`src/rtl/math_game_pkg.sv`:
```
// Shared encodings and helpers for the mental-arithmetic game core.
package math_game_pkg;

  typedef enum logic [2:0] {
    PH_IDLE   = 3'd0,
    PH_SHOW   = 3'd1,
    PH_BLANK  = 3'd2,
    PH_ANSWER = 3'd3,
    PH_REVEAL = 3'd4
  } phase_e;

  localparam logic [2:0] PHASE_IDLE   = 3'd0;
  localparam logic [2:0] PHASE_SHOW   = 3'd1;
  localparam logic [2:0] PHASE_BLANK  = 3'd2;
  localparam logic [2:0] PHASE_ANSWER = 3'd3;
  localparam logic [2:0] PHASE_REVEAL = 3'd4;

  // Wrong-answer LED pattern, alternating with LSB=1; truncated to LED_W.
  localparam logic [31:0] LED_WRONG_PATTERN = 32'h5555_5555;

  // Feedback is lfsr[MSB] ^ lfsr[tap]. Width 8 has no maximal two-tap form,
  // so it uses the longest-period two-tap choice.
  function automatic int unsigned lfsr_tap(input int unsigned width);
    case (width)
      3:       return 1;
      4:       return 2;
      5:       return 2;
      6:       return 4;
      7:       return 5;
      8:       return 5;
      default: return 0;
    endcase
  endfunction

endpackage

```
`src/rtl/math_game_bcd.sv`:
```
// Combinational 0..99 to two-digit BCD converter using a compare ladder.
module math_game_bcd (
  input  logic [6:0] i_value,
  output logic [3:0] o_tens,
  output logic [3:0] o_units
);

  always_comb begin
    o_tens  = 4'd0;
    o_units = i_value[3:0];
    for (int t = 9; t >= 1; t--) begin
      if (o_tens == 4'd0 && i_value >= 7'(t * 10)) begin
        o_tens  = 4'(t);
        o_units = 4'(i_value - 7'(t * 10));
      end
    end
  end

endmodule

```
`src/rtl/math_game_core.sv`:
```
// Mental-arithmetic game controller: show terms, timed answer window, verdict.
// Optional round score counter is enabled with `define MATH_GAME_SCORE_EN.
module math_game_core
  import math_game_pkg::*;
#(
  parameter int unsigned NUM_TERMS     = 5,
  parameter int unsigned TERM_W        = 5,
  parameter int unsigned SUM_MOD       = 100,
  parameter int unsigned ANSWER_CYCLES = 15,
  parameter int unsigned REVEAL_CYCLES = 4,
  parameter int unsigned LFSR_SEED     = 5'b10101,
  parameter int unsigned SW_W          = 7,
  parameter int unsigned LED_W         = 7,
  parameter bit          AUTO_RESTART  = 1'b0
) (
  input  logic             clk,
  input  logic             rst,
  output logic             o_clk,
  input  logic             start,
  input  logic             op_mode,
  input  logic [SW_W-1:0]  switch,
  input  logic             submit,
  output logic [LED_W-1:0] led,
  output logic [6:0]       disp_value,
  output logic [3:0]       bcd_tens,
  output logic [3:0]       bcd_units,
  output logic [2:0]       phase,
  output logic             result_valid,
  output logic             result_correct,
  output logic [3:0]       score
);

  localparam int unsigned TAP    = lfsr_tap(TERM_W);
  localparam int unsigned CMP_W  = (SW_W > 7) ? SW_W : 7;
  localparam int unsigned TMR_W  = (ANSWER_CYCLES > 1) ? $clog2(ANSWER_CYCLES) : 1;
  localparam int unsigned RVL_W  = (REVEAL_CYCLES > 1) ? $clog2(REVEAL_CYCLES) : 1;
  localparam int unsigned LED_SH = LED_W - TERM_W;

  localparam logic [LED_W-1:0]  LED_ALL_ONES = '1;
  localparam logic [LED_W-1:0]  LED_WRONG    = LED_W'(LED_WRONG_PATTERN);
  localparam logic [TERM_W-1:0] SEED         = TERM_W'(LFSR_SEED);
  localparam logic [7:0]        MOD8         = 8'(SUM_MOD);

  phase_e              r_state;
  logic [TERM_W-1:0]   r_lfsr;
  logic [6:0]          r_sum;
  logic [3:0]          r_idx;
  logic [TMR_W-1:0]    r_timer;
  logic [RVL_W-1:0]    r_rvl;
  logic                r_mode;
  logic [LED_W-1:0]    r_led;
  logic [6:0]          r_disp;
  logic                r_valid;
  logic                r_correct;

  logic [TERM_W-1:0]   w_lfsr_next;
  logic [7:0]          w_term_ext;
  logic [7:0]          w_add;
  logic [7:0]          w_sub;
  logic [6:0]          w_add_mod;
  logic [6:0]          w_sub_mod;
  logic [6:0]          w_sum_next;
  logic [CMP_W-1:0]    w_sw_ext;
  logic [6:0]          w_sw_clamp;
  logic                w_match;
  logic                w_timer_done;
  logic                w_answer_exit;
  logic [LED_W-1:0]    w_led_cur;
  logic [LED_W-1:0]    w_led_next;

  assign w_lfsr_next = {r_lfsr[TERM_W-2:0], r_lfsr[TERM_W-1] ^ r_lfsr[TAP]};

  // Both operands stay below SUM_MOD, so one conditional correction keeps the
  // running sum in range; the extra top bit doubles as the borrow flag.
  assign w_term_ext = 8'(r_lfsr);
  assign w_add      = {1'b0, r_sum} + w_term_ext;
  assign w_sub      = {1'b0, r_sum} - w_term_ext;
  assign w_add_mod  = 7'((w_add >= MOD8) ? (w_add - MOD8) : w_add);
  assign w_sub_mod  = 7'(w_sub[7] ? (w_sub + MOD8) : w_sub);
  assign w_sum_next = (r_mode && r_idx[0]) ? w_sub_mod : w_add_mod;

  assign w_sw_ext      = CMP_W'(switch);
  assign w_sw_clamp    = (w_sw_ext[6:0] > 7'd99) ? 7'd99 : w_sw_ext[6:0];
  assign w_match       = (w_sw_ext == CMP_W'(r_sum));
  assign w_timer_done  = (r_timer == TMR_W'(ANSWER_CYCLES - 1));
  assign w_answer_exit = (r_state == PH_ANSWER) && (submit || w_timer_done);

  assign w_led_cur  = LED_W'(r_lfsr) << LED_SH;
  assign w_led_next = LED_W'(w_lfsr_next) << LED_SH;

  // Outputs are loaded on the edge entering a phase so they line up with it.
  always_ff @(posedge clk) begin
    if (rst) begin
      r_state   <= PH_IDLE;
      r_lfsr    <= SEED;
      r_sum     <= 7'd0;
      r_idx     <= 4'd0;
      r_timer   <= '0;
      r_rvl     <= '0;
      r_mode    <= 1'b0;
      r_led     <= '0;
      r_disp    <= 7'd0;
      r_valid   <= 1'b0;
      r_correct <= 1'b0;
    end else begin
      case (r_state)
        PH_IDLE: begin
          r_disp <= 7'd0;
          r_led  <= '0;
          if (start) begin
            r_state <= PH_SHOW;
            r_sum   <= 7'd0;
            r_idx   <= 4'd0;
            r_mode  <= op_mode;
            r_disp  <= 7'(r_lfsr);
            r_led   <= w_led_cur;
          end
        end
        PH_SHOW: begin
          r_lfsr <= w_lfsr_next;
          r_sum  <= w_sum_next;
          if (r_idx == 4'(NUM_TERMS - 1)) begin
            r_state <= PH_BLANK;
            r_idx   <= 4'd0;
            r_disp  <= 7'd0;
            r_led   <= '0;
          end else begin
            r_idx  <= r_idx + 4'd1;
            r_disp <= 7'(w_lfsr_next);
            r_led  <= w_led_next;
          end
        end
        PH_BLANK: begin
          r_state <= PH_ANSWER;
          r_timer <= '0;
          r_disp  <= w_sw_clamp;
          r_led   <= '0;
        end
        PH_ANSWER: begin
          if (w_answer_exit) begin
            r_state   <= PH_REVEAL;
            r_rvl     <= '0;
            r_valid   <= 1'b1;
            r_correct <= w_match;
            r_disp    <= r_sum;
            r_led     <= w_match ? LED_ALL_ONES : LED_WRONG;
          end else begin
            r_timer <= r_timer + 1'b1;
            r_disp  <= w_sw_clamp;
          end
        end
        PH_REVEAL: begin
          if (r_rvl == RVL_W'(REVEAL_CYCLES - 1)) begin
            r_valid <= 1'b0;
            if (AUTO_RESTART) begin
              r_state <= PH_SHOW;
              r_sum   <= 7'd0;
              r_idx   <= 4'd0;
              r_mode  <= op_mode;
              r_disp  <= 7'(r_lfsr);
              r_led   <= w_led_cur;
            end else begin
              r_state <= PH_IDLE;
              r_disp  <= 7'd0;
              r_led   <= '0;
            end
          end else begin
            r_rvl <= r_rvl + 1'b1;
          end
        end
        default: r_state <= PH_IDLE;
      endcase
    end
  end

`ifdef MATH_GAME_SCORE_EN
  logic [3:0] r_score;

  always_ff @(posedge clk) begin
    if (rst) begin
      r_score <= 4'd0;
    end else if (w_answer_exit && w_match && r_score != 4'd15) begin
      r_score <= r_score + 4'd1;
    end
  end

  assign score = r_score;
`else
  assign score = 4'd0;
`endif

  math_game_bcd u_bcd (
    .i_value (r_disp),
    .o_tens  (bcd_tens),
    .o_units (bcd_units)
  );

  assign o_clk          = clk;
  assign phase          = r_state;
  assign led            = r_led;
  assign disp_value     = r_disp;
  assign result_valid   = r_valid;
  assign result_correct = r_correct;

endmodule

```
`config.mk`:
```
export PLATFORM = sky130hd
export DESIGN_NAME = math_game_core
export DESIGN_NICKNAME = d
export VERILOG_FILES = /design/src/rtl/math_game_pkg.sv /design/src/rtl/math_game_bcd.sv /design/src/rtl/math_game_core.sv
export SDC_FILE = /design/constraint.sdc
export NUM_CORES = 1
export LEC_CHECK = 0
export CORE_MARGIN = 4
export CORE_UTILIZATION = 50
export CTS_CLUSTER_DIAMETER = 50
export DETAILED_ROUTE_END_ITERATION = 8
export PLACE_DENSITY = 0.7
export SLEW_MARGIN = 20
export SYNTH_ARGS = -nofsm -noshare
export SYNTH_HDL_FRONTEND = slang
export SYNTH_SLANG_ARGS = --single-unit
```
`constraint.sdc`:
```
create_clock -name clk -period 4.8 [get_ports clk]
set_clock_uncertainty 0.15 [all_clocks]
set_input_delay 0.96 -clock clk [delete_from_list [all_inputs] [get_ports clk]]
set_output_delay 0.96 -clock clk [all_outputs]
set_load 0.005 [all_outputs]
```
==> impl_metrics.yaml, run 1 <==
status:
  outcome: "finished clean"
clock_network:
  clk_latency_ps: 410
  cts_resized: 0
  cts_setup_buffers: 0
  hold_buffers: 0
  clk_pin_slew_ps: 90
  cts_tree: "done"
layout:
  final_common_cell: "nor2_1"
  n_antenna_cell: 0
  multi_input_area_sq_um: 2640
  register_area_sq_um: 841
  synthToLayoutAreaGrowth_pct: 13.9
  fill_cells: 699
  most-common-layout-cells: "nor2_1, a21oi_1, nand2_1, dfxtp_1, clkdlybuf4s50_1"
  layout-drive-gt1-share: 0.0705
  utilization: 0.584
  finalNetCount: 550
setup_path:
  rr_endpoint: "r_sum[3]"
  ff2ff_path_depth: 11
  endpoint: "bcd_units[3]"
  critPathRequiredTime_ps: 3690
  cp.arrival_ps: 3090
  critPathLaunchType: "flop"
  critPathLaunch: "disp_value[3]"
  endpoint_kind: "primary output"
  crit-reg2reg-launch: "r_lfsr[2]"
  critical_path.max_fanout: 18
  critical_path_class: "reg2out"
  reg2reg_slack_ps: 1470
die:
  rows: 31
  coreArea_sq_um: 7250
  start_util: 0.513
  dieHeight_um: 94.3
  dieArea_sq_um: 8890
  io_pins: 44
  dieWidth_um: 94.3
yosys:
  synth_flop_cell: "dfxtp_1"
  ys_types: 73
  ys_seq_elements: 42
  synthesis.area_sq_um: 3720
  synth_area_per_cell_sq_um: 7.63
  synth-seq-area-share: 0.226
  yosysTopAreaCellShare: 0.226
  ys_async_sr_fraction: 0
  syn_inst: 488
  synth_area_leaders: "dfxtp_1, ha_1, nor2_1"
  synth_warnings: 0
  synth_edf_count: 0
  yosysTopAreaCell: "dfxtp_1"
routing:
  num_vias: 3636
  drtIter0Drc: 226
  antenna_left: 0
  viasPerCell: 5.96
  route.detailed.drc: 0
  dr.pass1.iters: 5
  wirelength_mm: 9.80
  highest_layer: "met4"
  met1_length_mm: 4.38
  met3_length_um: 414
  met2_length_mm: 4.80
  routedWlPerCell_um: 16.1
sta:
  worst_pin_slew_ps: 967
  rsz0062_at_grt: "no"
  timing.slew.headroom: 0.356
  setup_tns_ps: 0
  finalCritPeriodShare: 0.875
  setup_violations: 0
  slew_violations: 0
  final-hold-violation-count: 0
  fmax_mhz: 238
  min_period_ps: 4200
power_and_ir_drop:
  power_density_nw_per_um2: 323
  p_leak_nw: 1.62
  vdd_drop_max_v: 0.000252
run:
  maxCapViolCount: 0
global_routing:
  grt_usage: 0.228
  grt_pass1_wl_mm: 16.3
  antenna_found_initial: 0
  grt_max_degree: 40
  grt_overflow: 0
  grt_pass1_vias: 3465
place:
  io_buffers: 39
  dp_hpwl_mm: 7.28
  gp_congestion: 0.920
hold_path:
  hold_path.class: "reg2reg"
[registers in the layout, summed over array words and instances, names as in the netlist]
| name | cells |
|---|---|
| result_correct | 1 |
| led | 7 |
| phase | 3 |
| result_valid | 1 |
| r_sum | 7 |
| r_idx | 4 |
| r_rvl | 2 |
| r_timer | 4 |
| r_mode | 1 |
| r_lfsr | 5 |
| disp_value | 7 |
[cell type report]
cell class / instances / share of cell area
Tap cell: 99 / 0.0292
Multi-Input combinational cell: 394 / 0.622
Clock inverter: 2 / 0.00384
Clock buffer: 10 / 0.0316
Inverter: 22 / 0.0195
Timing Repair Buffer: 41 / 0.0951
Sequential cell: 42 / 0.198
[layer usage]
metal | GRT usage | vias up
met5 | 0 | -
met4 | 0.0975 | 0
li1 | - | 1790
met2 | 0.383 | 94
met1 | 0.290 | 1737
met3 | 0.0304 | 15
[worst max-delay path, stage by stage, from the launching register on]
cell and delay (ps):
dfxtp_1 500, inv_2 210, ha_1 160, or3b_1 360, and3_1 190, o21ai_1 290
nand2b_1 100, a211oi_1 260, a211o_1 130, clkdlybuf4s50_1 490
[power by group]
part | internal (mW) | switching, mW
Sequential | 0.378 | 0.0616
Clock | 0.186 | 0.153
Combinational | 0.266 | 0.324
[stage by stage]
stage | worst slack (ps) | instances | total power [mW] | hold slack (ps) | cell area, sq um
after floorplan | 1180 | 491 | 0.887 | 303 | 3730
after CTS | 622 | 610 | 1.37 | 316 | 4240
after global routing | 467 | 610 | 1.47 | 359 | 4240
after global placement | 876 | 599 | 1.04 | 298 | 4100
final | 602 | 610 | 1.37 | 315 | 4240
after detailed placement | 876 | 599 | 1.05 | 303 | 4100
[how the worst min path moves through the flow]
stage | start | end | cells past startpoint
2_1_floorplan | led[1] | led[1] | 2
3_3_place_gp | led[1] | led[1] | 2
3_5_place_dp | led[1] | led[1] | 2
4_1_cts | led[1] | led[1] | 2
5_1_grt | led[1] | led[1] | 2
6_report | led[1] | led[1] | 2
[cells in the mapped netlist, types with 3 or more instances]
cell      instances
a32oi_1           5
o22ai_1           3
o211ai_1          8
xor2_1            6
clkbuf_1         12
dfxtp_1          42
nor2b_1           6
nand2b_1         12
mux2i_1           5
a22oi_1           4
buf_2            10
a21o_1            3
a31oi_1           5
nand3_1          10
xnor2_1          15
nand4_1           6
nand3b_1          3
a311oi_1          5
o21ai_0          10
nand2_1          43
o21a_1            5
and3_1            3
o21ai_1           4
nor4_1            7
nor2_1           61
o21bai_1          3
nor3b_1           3
buf_4             9
or3b_1            3
nor3_1           17
o31a_1            5
ha_1             26
a211oi_1          9
inv_1            20
o31ai_1           4
a21oi_1          44
[logic make-up after synthesis]
| family | Yosys count | share of synthesized area |
|---|---|---|
| AND/OR/NAND/NOR | 192 | 0.265 |
| flip-flops | 42 | 0.226 |
| adder cells (fa/ha/maj) | 28 | 0.0982 |
| other | 1 | 0.00101 |
| XOR/XNOR | 21 | 0.0494 |
| AO/OA/AOI/OAI | 141 | 0.266 |
| buffers and inverters | 55 | 0.0683 |
| multiplexers | 8 | 0.0256 |
Note: power is estimated with default switching activity, not from simulation.
==> run 2, diff against run 1 <==
--- a/config.mk
+++ b/config.mk
@@ -10,6 +10,7 @@
 export CTS_CLUSTER_DIAMETER = 50
 export DETAILED_ROUTE_END_ITERATION = 8
 export PLACE_DENSITY = 0.7
+export SKIP_LAST_GASP = 1
 export SLEW_MARGIN = 20
 export SYNTH_ARGS = -nofsm -noshare
 export SYNTH_HDL_FRONTEND = slang
==> results of run 2 <==
Final layout, timing and power as in run 1 (identical DEF).
